[src/rtl/cpu_pkg.sv]
// Shared encodings for the CPU control sequencer: states, opcodes, mux selects and trap causes.
package cpu_pkg;

  typedef enum logic [2:0] {
    StFetch     = 3'd0,
    StDecode    = 3'd1,
    StExecute   = 3'd2,
    StMem       = 3'd3,
    StWriteback = 3'd4,
    StTrap      = 3'd5
  } state_t;

  // Instruction class resolved in DECODE and carried through the rest of the instruction.
  typedef enum logic [3:0] {
    ClsIllegal,
    ClsEcall,
    ClsEbreak,
    ClsBranch,
    ClsFence,
    ClsLoad,
    ClsStore,
    ClsAlu,
    ClsJump,
    ClsCsr
  } cls_t;

  localparam logic [6:0] OpLoad   = 7'b0000011;
  localparam logic [6:0] OpStore  = 7'b0100011;
  localparam logic [6:0] OpBranch = 7'b1100011;
  localparam logic [6:0] OpFence  = 7'b0001111;
  localparam logic [6:0] OpOp     = 7'b0110011;
  localparam logic [6:0] OpOpImm  = 7'b0010011;
  localparam logic [6:0] OpLui    = 7'b0110111;
  localparam logic [6:0] OpAuipc  = 7'b0010111;
  localparam logic [6:0] OpJal    = 7'b1101111;
  localparam logic [6:0] OpJalr   = 7'b1100111;
  localparam logic [6:0] OpSystem = 7'b1110011;

  localparam logic [1:0] PcPlus4  = 2'd0;
  localparam logic [1:0] PcTarget = 2'd1;
  localparam logic [1:0] PcTrap   = 2'd2;

  localparam logic [1:0] RfAlu = 2'd0;
  localparam logic [1:0] RfMem = 2'd1;
  localparam logic [1:0] RfPc4 = 2'd2;
  localparam logic [1:0] RfCsr = 2'd3;

  localparam logic [1:0] CauseIllegal = 2'd0;
  localparam logic [1:0] CauseEcall   = 2'd1;
  localparam logic [1:0] CauseEbreak  = 2'd2;
  localparam logic [1:0] CauseBus     = 2'd3;

  localparam logic [1:0] SizeWord = 2'b11;

  function automatic cls_t classify(input logic [6:0] op_code, input logic [2:0] func3,
                                    input logic [1:0] read, input logic [1:0] write,
                                    input logic external_call, input logic external_break);
    cls_t cls;
    cls = ClsIllegal;
    case (op_code)
      OpBranch: cls = ClsBranch;
      OpFence:  cls = ClsFence;
      OpLoad:   cls = (read != 2'b00) ? ClsLoad : ClsIllegal;
      OpStore:  cls = (write != 2'b00) ? ClsStore : ClsIllegal;
      OpOp, OpOpImm, OpLui, OpAuipc: cls = ClsAlu;
      OpJal, OpJalr: cls = ClsJump;
      OpSystem: begin
        if (func3 == 3'b000) begin
          if (external_call)       cls = ClsEcall;
          else if (external_break) cls = ClsEbreak;
          else                     cls = ClsIllegal;
        end else if (func3 == 3'b100) begin
          cls = ClsIllegal;
        end else begin
          cls = ClsCsr;
        end
      end
      default: cls = ClsIllegal;
    endcase
    return cls;
  endfunction

endpackage

[src/rtl/cpu_sequencer.sv]
// Multi-cycle control sequencer: fetch/decode/execute/mem/writeback with trap and bus timeout.
module cpu_sequencer
  import cpu_pkg::*;
#(
  parameter int unsigned MEM_TIMEOUT = 255
) (
  input  logic       clock,
  input  logic       reset,
  input  logic [6:0] op_code,
  input  logic [2:0] func3,
  input  logic [1:0] read,
  input  logic [1:0] write,
  input  logic       external_call,
  input  logic       external_break,
  input  logic       branch_taken,
  input  logic       mem_ready,
  output logic       mem_req,
  output logic       mem_we,
  output logic [1:0] mem_size,
  output logic       mem_addr_sel,
  output logic       ir_load,
  output logic       pc_write,
  output logic [1:0] pc_sel,
  output logic       rf_write,
  output logic [1:0] rf_src,
  output logic       csr_write,
  output logic       trap,
  output logic [1:0] trap_cause,
  output logic [2:0] state
);

  localparam int unsigned CntW = (MEM_TIMEOUT < 1) ? 1 : $clog2(MEM_TIMEOUT + 1);

  state_t          state_q;
  cls_t            cls_q;
  logic [1:0]      size_q;
  logic [1:0]      cause_q;
  logic [CntW-1:0] cnt_q;
  logic            run_q;
  logic            timeout;

  // The last permitted wait cycle without mem_ready is the one that trips the trap.
  assign timeout = !mem_ready && (cnt_q == CntW'(MEM_TIMEOUT - 1));

  always_ff @(posedge clock or posedge reset) begin
    if (reset) begin
      state_q <= StFetch;
      cls_q   <= ClsIllegal;
      size_q  <= 2'b00;
      cause_q <= CauseIllegal;
      cnt_q   <= '0;
      run_q   <= 1'b0;
    end else begin
      // Holds off the first fetch until the first edge after reset release.
      run_q <= 1'b1;
      unique case (state_q)
        StFetch: begin
          if (run_q) begin
            if (mem_ready) begin
              state_q <= StDecode;
            end else if (timeout) begin
              state_q <= StTrap;
              cause_q <= CauseBus;
            end else begin
              cnt_q <= cnt_q + 1'b1;
            end
          end
        end
        StDecode: begin
          cls_q   <= classify(op_code, func3, read, write, external_call, external_break);
          size_q  <= (op_code == OpStore) ? write : read;
          state_q <= StExecute;
        end
        StExecute: begin
          unique case (cls_q)
            ClsBranch, ClsFence: begin
              state_q <= StFetch;
              cnt_q   <= '0;
            end
            ClsLoad, ClsStore: begin
              state_q <= StMem;
              cnt_q   <= '0;
            end
            ClsAlu, ClsJump, ClsCsr: state_q <= StWriteback;
            ClsEcall: begin
              state_q <= StTrap;
              cause_q <= CauseEcall;
            end
            ClsEbreak: begin
              state_q <= StTrap;
              cause_q <= CauseEbreak;
            end
            default: begin
              state_q <= StTrap;
              cause_q <= CauseIllegal;
            end
          endcase
        end
        StMem: begin
          if (mem_ready) begin
            if (cls_q == ClsLoad) begin
              state_q <= StWriteback;
            end else begin
              state_q <= StFetch;
              cnt_q   <= '0;
            end
          end else if (timeout) begin
            state_q <= StTrap;
            cause_q <= CauseBus;
          end else begin
            cnt_q <= cnt_q + 1'b1;
          end
        end
        StWriteback, StTrap: begin
          state_q <= StFetch;
          cnt_q   <= '0;
        end
        default: begin
          state_q <= StFetch;
          cnt_q   <= '0;
        end
      endcase
    end
  end

  // Moore decodes of state; ir_load, branch pc_sel and store completion also follow inputs.
  always_comb begin
    mem_req      = 1'b0;
    mem_we       = 1'b0;
    mem_size     = 2'b00;
    mem_addr_sel = 1'b0;
    ir_load      = 1'b0;
    pc_write     = 1'b0;
    pc_sel       = PcPlus4;
    rf_write     = 1'b0;
    rf_src       = RfAlu;
    csr_write    = 1'b0;
    trap         = 1'b0;
    unique case (state_q)
      StFetch: begin
        if (run_q) begin
          mem_req  = 1'b1;
          mem_size = SizeWord;
          ir_load  = mem_ready;
        end
      end
      StExecute: begin
        if (cls_q == ClsBranch) begin
          pc_write = 1'b1;
          pc_sel   = branch_taken ? PcTarget : PcPlus4;
        end else if (cls_q == ClsFence) begin
          pc_write = 1'b1;
        end
      end
      StMem: begin
        mem_req      = 1'b1;
        mem_addr_sel = 1'b1;
        mem_we       = (cls_q == ClsStore);
        mem_size     = size_q;
        pc_write     = mem_ready && (cls_q == ClsStore);
      end
      StWriteback: begin
        rf_write  = 1'b1;
        csr_write = (cls_q == ClsCsr);
        pc_write  = 1'b1;
        pc_sel    = (cls_q == ClsJump) ? PcTarget : PcPlus4;
        unique case (cls_q)
          ClsLoad: rf_src = RfMem;
          ClsJump: rf_src = RfPc4;
          ClsCsr:  rf_src = RfCsr;
          default: rf_src = RfAlu;
        endcase
      end
      StTrap: begin
        trap     = 1'b1;
        pc_write = 1'b1;
        pc_sel   = PcTrap;
      end
      default: ;
    endcase
  end

  assign trap_cause = cause_q;
  assign state      = state_q;

endmodule

[config.mk]
export PLATFORM = sky130hd
export DESIGN_NAME = cpu_sequencer
export DESIGN_NICKNAME = d
export VERILOG_FILES = /design/src/rtl/cpu_pkg.sv /design/src/rtl/cpu_sequencer.sv
export SDC_FILE = /design/constraint.sdc
export NUM_CORES = 1
export LEC_CHECK = 0
export BUFFER_PORTS_ARGS = -buffer_cell sky130_fd_sc_hd__buf_2
export CAP_MARGIN = 10
export CORE_ASPECT_RATIO = 0.75
export CORE_MARGIN = 3
export CORE_UTILIZATION = 53
export DETAILED_ROUTE_END_ITERATION = 8
export GPL_TIMING_DRIVEN = 0
export MAX_ROUTING_LAYER = met4
export PLACE_DENSITY = 0.82
export SLEW_MARGIN = 20
export SYNTH_ARGS = -nofsm -noshare
export SYNTH_HDL_FRONTEND = slang
export SYNTH_SLANG_ARGS = --single-unit
[constraint.sdc]
create_clock -name clock -period 2.28 [get_ports clock]
set_input_delay 0.342 -clock clock [delete_from_list [all_inputs] [get_ports clock]]
set_output_delay 0.342 -clock clock [all_outputs]
set_load 0.1 [all_outputs]
==> results.py <==
metrics = {
    "timing": {
        "timing.max_slew.rel_slack": 0.479,
        "fin_worst_skew_ns": 0.0139,
        "fin_hold_viols": 0,
        "max_clock_freq_mhz": 453,
        "final-setup-viol-count": 0,
        "transition_time_of_the_tightest_slew_check_pin_ns": 0.781,
        "unrepaired_setup_endpoints_after_global_routing": "yes",
        "slew_limit_fails": 0,
        "timing.final.crit_period_ns": 2.21,
        "finalCritPeriodShare": 0.967,
    },
    "floorplanning": {
        "initial_cell_density_of_the_core": 0.580,
        "boundaryPins": 39,
        "placement_row_count": 16,
        "fp.dieArea_mm2": 0.00370,
        "floorplan.core_area_mm2": 0.00274,
        "die_width_um": 69.3,
        "fp.dieH_um": 53.5,
    },
    "grt": {
        "grt_pass1_wl_um": 7060,
        "grt_util_all_layers": 0.244,
        "antenna_found_initial": 0,
        "number_of_global_route_vias_before_repair": 1555,
        "globalRoute.totalOverflow": 0,
        "grt_start_max_net_pins": 21,
    },
    "cts": {
        "htree_levels": 1,
        "clock_sinks": 20,
        "cts-root-to-sink-buffers": 2,
        "cts_made_buffers": 3,
        "clk_pin_slew_worst_paths_ns": 0.08,
        "insertion_delay_to_the_later_sink_of_the_worst_skew_pair_ns": 0.26,
        "tritoncts_clock_tree": "built",
        "cell_at_the_root_of_the_clock_tree": "clkbuf_8",
        "cts-hold-fix-buffers": 0,
    },
    "placement": {
        "detailed_place.area_mm2": 0.00196,
        "dp_cell_count": 272,
        "sum_of_net_half_perimeters_after_detailed_placement_um": 3200,
        "routabilityCongestion": 0.885,
        "numPortBuffers": 38,
    },
    "synth": {
        "share_of_async_settable_or_async_resettable_flops_after_synthesis": 1.00,
        "netlist_instances": 198,
        "synth_area_mm2": 0.00159,
        "synth_fp_nets": 220,
        "yosys_register_bits": 20,
        "synthesis.area_per_instance_um2": 8.04,
        "warning_count_from_the_yosys_run": 0,
        "synth.lib_cells_used.distinct": 51,
        "synth-seq-area-share": 0.314,
        "dominantRegCellSynth": "dfrtp_1",
        "synth-edff-count": 0,
    },
    "power_and_ir_drop": {
        "power.static_leakage_nw": 0.864,
        "peak_supply_drop_mv": 1.42,
        "pwr_density_cell_mw_per_mm2": 1310,
    },
    "critical_path": {
        "critPathMaxStageDelay_ns": 0.58,
        "critical_path.max_fanout": 7,
        "timing.critical_path.slowest_stage_cell": "or3b_2",
        "startpoint_type": "flop",
        "req_time_crit_path_ns": 1.94,
        "cp-end-kind": "output port",
        "worstPathCellList": "or3b_2 -> nor2_4 -> buf_2",
        "worst-r2r-cell-count": 6,
        "arrival_ns": 1.86,
        "worst-setup-path-type": "reg2out",
    },
    "finish": {
        "post_layout_nonfiller_instances": 277,
        "final_net_count": 264,
        "final_layout_size_suffix_gt1_frac": 0.340,
        "layout-area-overhead-vs-synth_pct": 30.1,
        "layout.cell_area.non_filler_mm2": 0.00207,
        "antenna_cells": 0,
    },
    "route": {
        "number_of_iterations_in_the_first_detailed_routing_pass": 4,
        "detailedRoute.firstIterationViolations": 143,
        "drcViolationCount": 0,
        "via_density_per_instance": 6.15,
        "drt_wl_total_um": 4190,
        "avgRoutedWirePerCell_um": 15.1,
        "route.vias.total": 1703,
        "drtAntennaViolNets": 0,
    },
    "min_path": {
        "class_of_the_tightest_hold_or_removal_check": "in2async",
    },
    "flow_run": {
        "cap_violations": 0,
    },
    "run_status": {
        "run_status": "finished clean",
    },
}
[report_power, final]
group          internal, mW  switching (mW)
Sequential            0.478           0.138
Combinational         0.552            1.31
Clock                 0.124           0.116
[repair_timing]
| action | 4_1_cts | 5_1_grt |
|---|---|---|
| gates resized for setup | 12 | 11 |
| pin swaps | 1 | 0 |
| setup buffers | 1 | 0 |
| cloned | 0 | 0 |
| setup endpoints to repair | 8 | 9 |
[Yosys cell counts, drive strengths merged, types with 2 or more instances]
cell type   n  share of area
nor2       29          0.068
dfrtp      20           0.31
a21oi      17          0.056
nand2      14          0.033
nor3        8          0.025
inv         7          0.017
o21ai       7          0.022
xnor2       7          0.039
clkbuf      6          0.014
nor2b       6          0.024
nor3b       6          0.028
nor4b       6          0.037
a211oi      5          0.024
buf         5          0.023
and3        4          0.016
mux2i       4          0.025
nand2b      4          0.016
nand3       4          0.013
nand4       4          0.016
a21o        2         0.0094
ha          2          0.016
nand4b      2          0.011
nor4        2         0.0079
o211ai      2         0.0094
o22ai       2          0.017
o31ai       2         0.0094
or2         2         0.0079
[placed cells by master (no fill, tap or decap), types with 2 or more instances in the layout]
| cell type | synthesis | final |
|---|---|---|
| buf_2 | 2 | 32 |
| nor2_1 | 29 | 26 |
| dfrtp_1 | 20 | 16 |
| nand2_1 | 14 | 14 |
| a21oi_1 | 16 | 13 |
| nor3_1 | 8 | 8 |
| buf_4 | 2 | 8 |
| o21ai_0 | 7 | 7 |
| xnor2_1 | 7 | 7 |
| buf_6 | 1 | 5 |
| inv_1 | 7 | 5 |
| a211oi_1 | 5 | 5 |
| clkbuf_1 | 6 | 4 |
| mux2i_1 | 4 | 4 |
| nand4_1 | 4 | 4 |
| nor2b_1 | 6 | 4 |
| nor4b_1 | 5 | 4 |
| nand3_1 | 4 | 4 |
| nor3b_1 | 6 | 3 |
| a21oi_4 | 0 | 3 |
| clkbuf_8 | 0 | 3 |
| clkinvlp_4 | 0 | 2 |
| or2_2 | 2 | 2 |
| nor4_1 | 2 | 2 |
| clkbuf_2 | 0 | 2 |
| nand4b_1 | 2 | 2 |
| and3_1 | 4 | 2 |
| nor3b_4 | 0 | 2 |
| nand2b_1 | 4 | 2 |
| a21o_1 | 2 | 2 |
| nor2_4 | 0 | 2 |
| nor2b_2 | 0 | 2 |
| o211ai_1 | 2 | 2 |
| and3_4 | 0 | 2 |
| ha_1 | 2 | 2 |
| dfrtp_2 | 0 | 2 |
| dfrtp_4 | 0 | 2 |
[critical path: cells and delay by family, from the launching register on]
family / cells / cell delay, ns
and+or+nand+nor: 2 / 0.71
DFF: 1 / 0.47
buffers and inverters: 1 / 0.42
[path summary, 6_finish.rpt]
check,slack [ns],from,end
max,0.07,cls_q[1]$_DFFE_PP0P_,rf_src[1]
min,0.21,reset,cnt_q[2]$_DFFE_PP0P_
max reg2reg,0.27,state[0]$_DFFE_PP0P_,cnt_q[5]$_DFFE_PP0P_
min reg2reg,0.56,size_q[0]$_DFFE_PP0P_,size_q[0]$_DFFE_PP0P_
max in group asynchronous,1.52,reset,state[1]$_DFFE_PP0P_
min in group clock,0.41,write[0],size_q[0]$_DFFE_PP0P_
[flip-flops by register name, indices dropped and copies added (netlist names)]
| name | cells |
|---|---|
| trap_cause | 2 |
| size_q | 2 |
| run_q | 1 |
| cls_q | 4 |
| state | 3 |
| cnt_q | 8 |
[final cells by class]
type,instances,area (um2)
multi-input cells,160,1140
plain buffers,11,68.8
well taps,36,45.0
repair buffers,39,229
inverters,7,33.8
clock buffers,4,45.0
flip-flops and latches,20,510
fillers,202,672
[metal layers]
metal  track usage  vias up  wire, um
li1              -      811         -
met1         0.314      811      1910
met2         0.410       75      1970
met3        0.0474        6       267
met4        0.0422        0        34
met5             -        -         0
[cells by family after synthesis]
logic type / share of synthesized area
compound gates: 0.200
xor+xnor: 0.0440
fa+ha+maj: 0.0157
buf+inv: 0.0535
flops: 0.314
mux: 0.0322
other cells: 0.00236
simple gates: 0.337
[through the flow]
step | util | hold slack [ns] | setup TNS (ns) | power [mW] | worst slack [ns]
floorplan | - | 0.306 | -1.82 | 2.07 | -0.648
global placement | 0.716 | 0.501 | 0 | 2.32 | 0.134
detailed placement | 0.716 | 0.524 | 0 | 2.38 | 0.0896
CTS | 0.746 | 0.247 | 0 | 2.67 | 0.00987
global route | 0.755 | 0.289 | -0.0113 | 2.87 | -0.0113
finish | 0.755 | 0.210 | 0 | 2.72 | 0.0746
(Power assumes the default switching activity.)
